## config.mk

```make
export PLATFORM = sky130hd
export DESIGN_NAME = ps2_key_receiver
export DESIGN_NICKNAME = d
export VERILOG_FILES = /design/src/rtl/ps2_key_receiver.sv
export SDC_FILE = /design/constraint.sdc
export NUM_CORES = 1
export LEC_CHECK = 0
export CAP_MARGIN = 30
export CORE_MARGIN = 5
export CORE_UTILIZATION = 40
export CTS_CLUSTER_DIAMETER = 30
export DETAILED_ROUTE_END_ITERATION = 6
export PLACE_DENSITY = 0.68
export SYNTH_ARGS = -nofsm -noshare
export SYNTH_HDL_FRONTEND = slang
export SYNTH_SLANG_ARGS = --single-unit
```

## constraint.sdc

```tcl
create_clock -name iCLK -period 2.5 [get_ports iCLK]
set_input_delay 0.25 -clock iCLK [delete_from_list [all_inputs] [get_ports iCLK]]
set_output_delay 0.25 -clock iCLK [all_outputs]
set_load 0.02 [all_outputs]
```

## src/rtl/ps2_key_receiver.sv

```systemverilog
// PS/2 keyboard receiver: conditions the raw pins, deframes 11-bit frames and
// resolves E0/F0 prefixes into a make-code strobe plus release/error pulses.
module ps2_key_receiver #(
  parameter int FILTER_LEN     = 4,
  parameter int TIMEOUT_CYCLES = 50000
) (
  input  logic       iCLK,
  input  logic       iRST_n,
  input  logic       iPS2_CLK,
  input  logic       iPS2_DAT,
  output logic [7:0] oKEY_CODE,
  output logic       oKEY_EN,
  output logic       oKEY_EXT,
  output logic       oKEY_REL,
  output logic       oERR
);

  localparam int FW = (FILTER_LEN > 1) ? $clog2(FILTER_LEN) : 1;
  localparam int TW = $clog2(TIMEOUT_CYCLES + 1);

  typedef enum logic [1:0] {S_IDLE, S_DATA, S_PARITY, S_STOP} state_t;

  logic          r_clk_s1, r_clk_s2, r_dat_s1, r_dat_s2;
  logic          r_clk_flt, r_clk_flt_d;
  logic [FW-1:0] r_flt_cnt;
  logic [TW-1:0] r_to_cnt;
  state_t        r_state;
  logic [2:0]    r_bit_cnt;
  logic [7:0]    r_shift;
  logic          r_parity;
  logic          r_brk, r_ext;
  logic [7:0]    r_key_code;
  logic          r_key_en, r_key_ext, r_key_rel, r_err;

  logic          w_strobe, w_bit, w_timeout, w_frame_ok;

  // NOTE: every flop below uses non-blocking assignment so all of them sample
  // pre-edge values regardless of block ordering.
  always_ff @(posedge iCLK or negedge iRST_n) begin
    if (!iRST_n) begin
      r_clk_s1    <= 1'b1;
      r_clk_s2    <= 1'b1;
      r_dat_s1    <= 1'b1;
      r_dat_s2    <= 1'b1;
      r_clk_flt   <= 1'b1;
      r_clk_flt_d <= 1'b1;
      r_flt_cnt   <= '0;
    end else begin
      r_clk_s1    <= iPS2_CLK;
      r_clk_s2    <= r_clk_s1;
      r_dat_s1    <= iPS2_DAT;
      r_dat_s2    <= r_dat_s1;
      r_clk_flt_d <= r_clk_flt;
      // The filtered level flips only after FILTER_LEN samples in a row disagree.
      if (r_clk_s2 == r_clk_flt) begin
        r_flt_cnt <= '0;
      end else if (r_flt_cnt == FW'(FILTER_LEN - 1)) begin
        r_clk_flt <= r_clk_s2;
        r_flt_cnt <= '0;
      end else begin
        r_flt_cnt <= r_flt_cnt + 1'b1;
      end
    end
  end

  assign w_strobe   = r_clk_flt_d & ~r_clk_flt;
  assign w_bit      = r_dat_s2;
  assign w_timeout  = (r_state != S_IDLE) && !w_strobe && (r_to_cnt == TW'(TIMEOUT_CYCLES));
  assign w_frame_ok = w_bit && (^{r_shift, r_parity});

  always_ff @(posedge iCLK or negedge iRST_n) begin
    if (!iRST_n) begin
      r_to_cnt <= '0;
    end else if (w_strobe || w_timeout || r_state == S_IDLE) begin
      r_to_cnt <= '0;
    end else begin
      r_to_cnt <= r_to_cnt + 1'b1;
    end
  end

  always_ff @(posedge iCLK or negedge iRST_n) begin
    if (!iRST_n) begin
      r_state    <= S_IDLE;
      r_bit_cnt  <= '0;
      r_shift    <= '0;
      r_parity   <= 1'b0;
      r_brk      <= 1'b0;
      r_ext      <= 1'b0;
      r_key_code <= 8'h00;
      r_key_en   <= 1'b0;
      r_key_ext  <= 1'b0;
      r_key_rel  <= 1'b0;
      r_err      <= 1'b0;
    end else begin
      r_key_en  <= 1'b0;
      r_key_rel <= 1'b0;
      r_err     <= 1'b0;
      if (w_timeout) begin
        r_state <= S_IDLE;
        r_err   <= 1'b1;
        r_brk   <= 1'b0;
        r_ext   <= 1'b0;
      end else if (w_strobe) begin
        case (r_state)
          S_IDLE: if (!w_bit) begin
            r_state   <= S_DATA;
            r_bit_cnt <= '0;
            r_shift   <= '0;
          end
          S_DATA: begin
            r_shift   <= {w_bit, r_shift[7:1]};
            r_bit_cnt <= r_bit_cnt + 1'b1;
            if (r_bit_cnt == 3'd7) r_state <= S_PARITY;
          end
          S_PARITY: begin
            r_parity <= w_bit;
            r_state  <= S_STOP;
          end
          S_STOP: begin
            r_state <= S_IDLE;
            if (!w_frame_ok) begin
              r_err <= 1'b1;
            end else if (r_shift == 8'hE0) begin
              r_ext <= 1'b1;
            end else if (r_shift == 8'hF0) begin
              r_brk <= 1'b1;
            end else if (r_brk) begin
              r_key_rel <= 1'b1;
              r_brk     <= 1'b0;
              r_ext     <= 1'b0;
            end else begin
              r_key_code <= r_shift;
              r_key_ext  <= r_ext;
              r_key_en   <= 1'b1;
              r_ext      <= 1'b0;
            end
          end
          default: r_state <= S_IDLE;
        endcase
      end
    end
  end

  assign oKEY_CODE = r_key_code;
  assign oKEY_EN   = r_key_en;
  assign oKEY_EXT  = r_key_ext;
  assign oKEY_REL  = r_key_rel;
  assign oERR      = r_err;

endmodule

```

==> impl_metrics.py <==
metrics = {
    "run_status": {
        "status": "finished clean",
    },
    "floorplan": {
        "initial_core_util_pct": 41.0,
        "io_pins": 16,
        "die_h_um": 90.5,
        "die_w_um": 90.5,
        "die_area_mm2": 0.00819,
        "core_region_area_mm2": 0.00631,
        "core.rowCount": 29,
    },
    "timing": {
        "whs_ps": 43.5,
        "maxSlewViolCount": 0,
        "finalHoldViolCount": 0,
        "tightestPinTransition_ps": 641,
        "rsz0062_at_grt": "no",
        "relSlewSlack_pct": 57.3,
        "fmax_mhz": 472,
        "period_minus_slack_ps": 2120,
        "skew_ps": 8.53,
        "tns_ps": 0,
        "period_share_pct": 84.7,
        "setup_viol": 0,
        "fin_ws_ps": 382,
    },
    "routing": {
        "wl_um": 4740,
        "wl_per_cell_um": 14.3,
        "drtAntennaViolNets": 0,
        "drtIter0Drc": 146,
        "dr.pass1.iters": 4,
        "num_vias": 1766,
        "drc": 0,
        "via_per_inst": 5.32,
    },
    "synth": {
        "syn_avg_cell_area_um2": 11.0,
        "synth_ff_type": "dfrtp_1",
        "yosysWarnings": 0,
        "synth_top_area_share_pct": 44.4,
        "syn_nets": 249,
        "yosysSeqAreaShare_pct": 50.5,
        "syn_inst": 235,
        "synth_cell_types": 44,
        "yosys.area.top_type": "dfrtp_1",
        "netlist_area_mm2": 0.00259,
        "synthArstFlopShare_pct": 100,
        "synth_edf_count": 0,
        "synth_area_leaders": "dfrtp_1, dfstp_2, ha_1, mux2_2, inv_1",
        "ys_ff_latch": 52,
    },
    "placed_design": {
        "dp_hpwl_um": 3300,
        "place.gp.congestion": 0.785,
        "portBuffers": 15,
        "dp_slack_ps": 399,
    },
    "setup_path": {
        "timing.rr.start": "r_shift[3]$_DFFE_PN0P_",
        "worstRegToRegCells": 4,
        "cp-start-kind": "flip-flop",
        "crit_arrival_ps": 2320,
        "required_ps": 2700,
        "reg2reg_to": "oKEY_CODE[0]$_DFFE_PN0P_",
        "crit_fanout": 10,
        "rrSetupSlack_ps": 380,
        "endpoint_kind": "flip-flop",
        "path_class": "flip-flop to flip-flop",
    },
    "cts": {
        "cts_setup_buffers": 0,
        "cts_tree": "built",
        "clkSinkCount": 52,
        "cts_buffer_depth": 2,
        "clk_latency_ps": 310,
        "cts-hold-fix-buffers": 0,
        "cts-root-buf": "clkbuf_8",
        "cts_resized": 0,
        "cts-buffers-inserted": 5,
        "htreeDepth": 2,
        "cts.clk_slew.worst_paths_ps": 100,
    },
    "grt": {
        "grt_pass1_wl_um": 8530,
        "gr-total-overflow": 0,
        "first_global_vias": 1802,
        "grt_max_degree": 53,
        "gr-usage-all-layers_pct": 12.4,
        "antenna_found_initial": 0,
    },
    "finish": {
        "final_cell_mix": "dfrtp_1, inv_1, nor2_1",
        "diodes": 0,
        "synthToLayoutAreaGrowth_pct": 13.1,
        "final_common_cell": "dfrtp_1",
        "layout.nets": 268,
        "drive_above_1_share_pct": 14.5,
    },
    "hold_path": {
        "hold_class": "primary input to asynchronous set/reset pin",
    },
    "power": {
        "powerDensity_mw_per_mm2": 879,
        "p_sw_mw": 0.953,
        "p_int_mw": 1.62,
        "p_leak_nw": 1.26,
        "swShare_pct": 37.0,
        "power_frac_comb_pct": 35.6,
        "p_seq_share_pct": 44.7,
        "peakVddDrop_mv": 0.329,
        "pwr-share-clk_pct": 19.7,
    },
    "job": {
        "max_cap_viol_count": 0,
    },
}
final cells by class:
class,count,area [um^2]
fillers,603,3380
flip-flops and latches,52,1310
multi-input cells,155,1180
repair buffers,19,175
well taps,77,96.3
clock buffers,6,82.6
inverters,21,78.8
clock inverters,2,13.8
kinds of logic after synthesis:
logic type	after synthesis	synth area share [%]
multiplexers	14	6.42
XOR/XNOR	18	7.77
AND/OR/NAND/NOR	79	16.7
adder cells (fa/ha/maj)	10	4.83
AO/OA/AOI/OAI	34	9.71
flip-flops	52	50.5
buffers and inverters	28	4.10
power by group through the flow:
stage / clock [mW] / sequential (mW) / combinational, mW
global placement: 0 / 1.16 / 0.892
global route: 0.559 / 1.18 / 1.03
detailed placement: 0 / 1.17 / 0.924
CTS: 0.524 / 1.15 / 0.924
floorplan: 0 / 1.14 / 0.701
finish: 0.508 / 1.15 / 0.916
state kept, by name, summed over array words and instances (netlist names):
name         cells
r_to_cnt        16
oKEY_CODE        8
r_shift          8
r_bit_cnt        3
r_flt_cnt        2
r_state          2
oERR             1
oKEY_EN          1
oKEY_EXT         1
oKEY_REL         1
r_brk            1
r_clk_flt        1
r_clk_flt_d      1
r_clk_s1         1
r_clk_s2         1
r_dat_s1         1
r_dat_s2         1
r_ext            1
r_parity         1
through the flow:
step / power [mW] / area [um^2] / utilization (%) / std cells
finish: 2.58 / 2930 / 46.4 / 332
global placement: 2.06 / 2840 / 44.9 / 324
global route: 2.77 / 2930 / 46.4 / 332
detailed placement: 2.09 / 2840 / 44.9 / 324
floorplan: 1.84 / 2590 / - / 235
CTS: 2.60 / 2930 / 46.4 / 332
critical path, stage by stage, from the launching register on:
cell,delay [ps]
dfrtp_1,450
xor2_1,190
xnor3_2,510
mux2i_4,460
mux2_2,390
cells in the mapped netlist (all sizes together), types with 6 or more instances:
library cell,instances
dfrtp,46
inv,21
nor2,15
nand3,14
o21ai,14
nand2,12
mux2,11
ha,10
xnor2,9
nand4,7
clkbuf,6
dfstp,6
xor2,6
routing by layer:
layer | wire, um | vias to the layer above | global-route usage [%]
li1 | - | 865 | -
met1 | 2210 | 869 | 16.5
met2 | 2300 | 27 | 19.9
met3 | 147 | 5 | 2.08
met4 | 91 | 0 | 5.21
met5 | 0 | - | 0
how the worst max path moves through the flow:
stage	start	end	slack, ps	cells after the start
floorplan	r_shift[2]$_DFFE_PN0P_	oKEY_CODE[0]$_DFFE_PN0P_	480	4
global placement	r_shift[3]$_DFFE_PN0P_	oKEY_CODE[2]$_DFFE_PN0P_	460	4
detailed placement	r_shift[3]$_DFFE_PN0P_	oKEY_CODE[2]$_DFFE_PN0P_	400	4
CTS	r_shift[3]$_DFFE_PN0P_	oKEY_CODE[2]$_DFFE_PN0P_	380	4
global route	r_to_cnt[1]$_DFF_PN0_	r_state[0]$_DFFE_PN0P_	250	6
finish	r_shift[3]$_DFFE_PN0P_	oKEY_CODE[0]$_DFFE_PN0P_	380	4
Power figures use the tool's default switching activity.
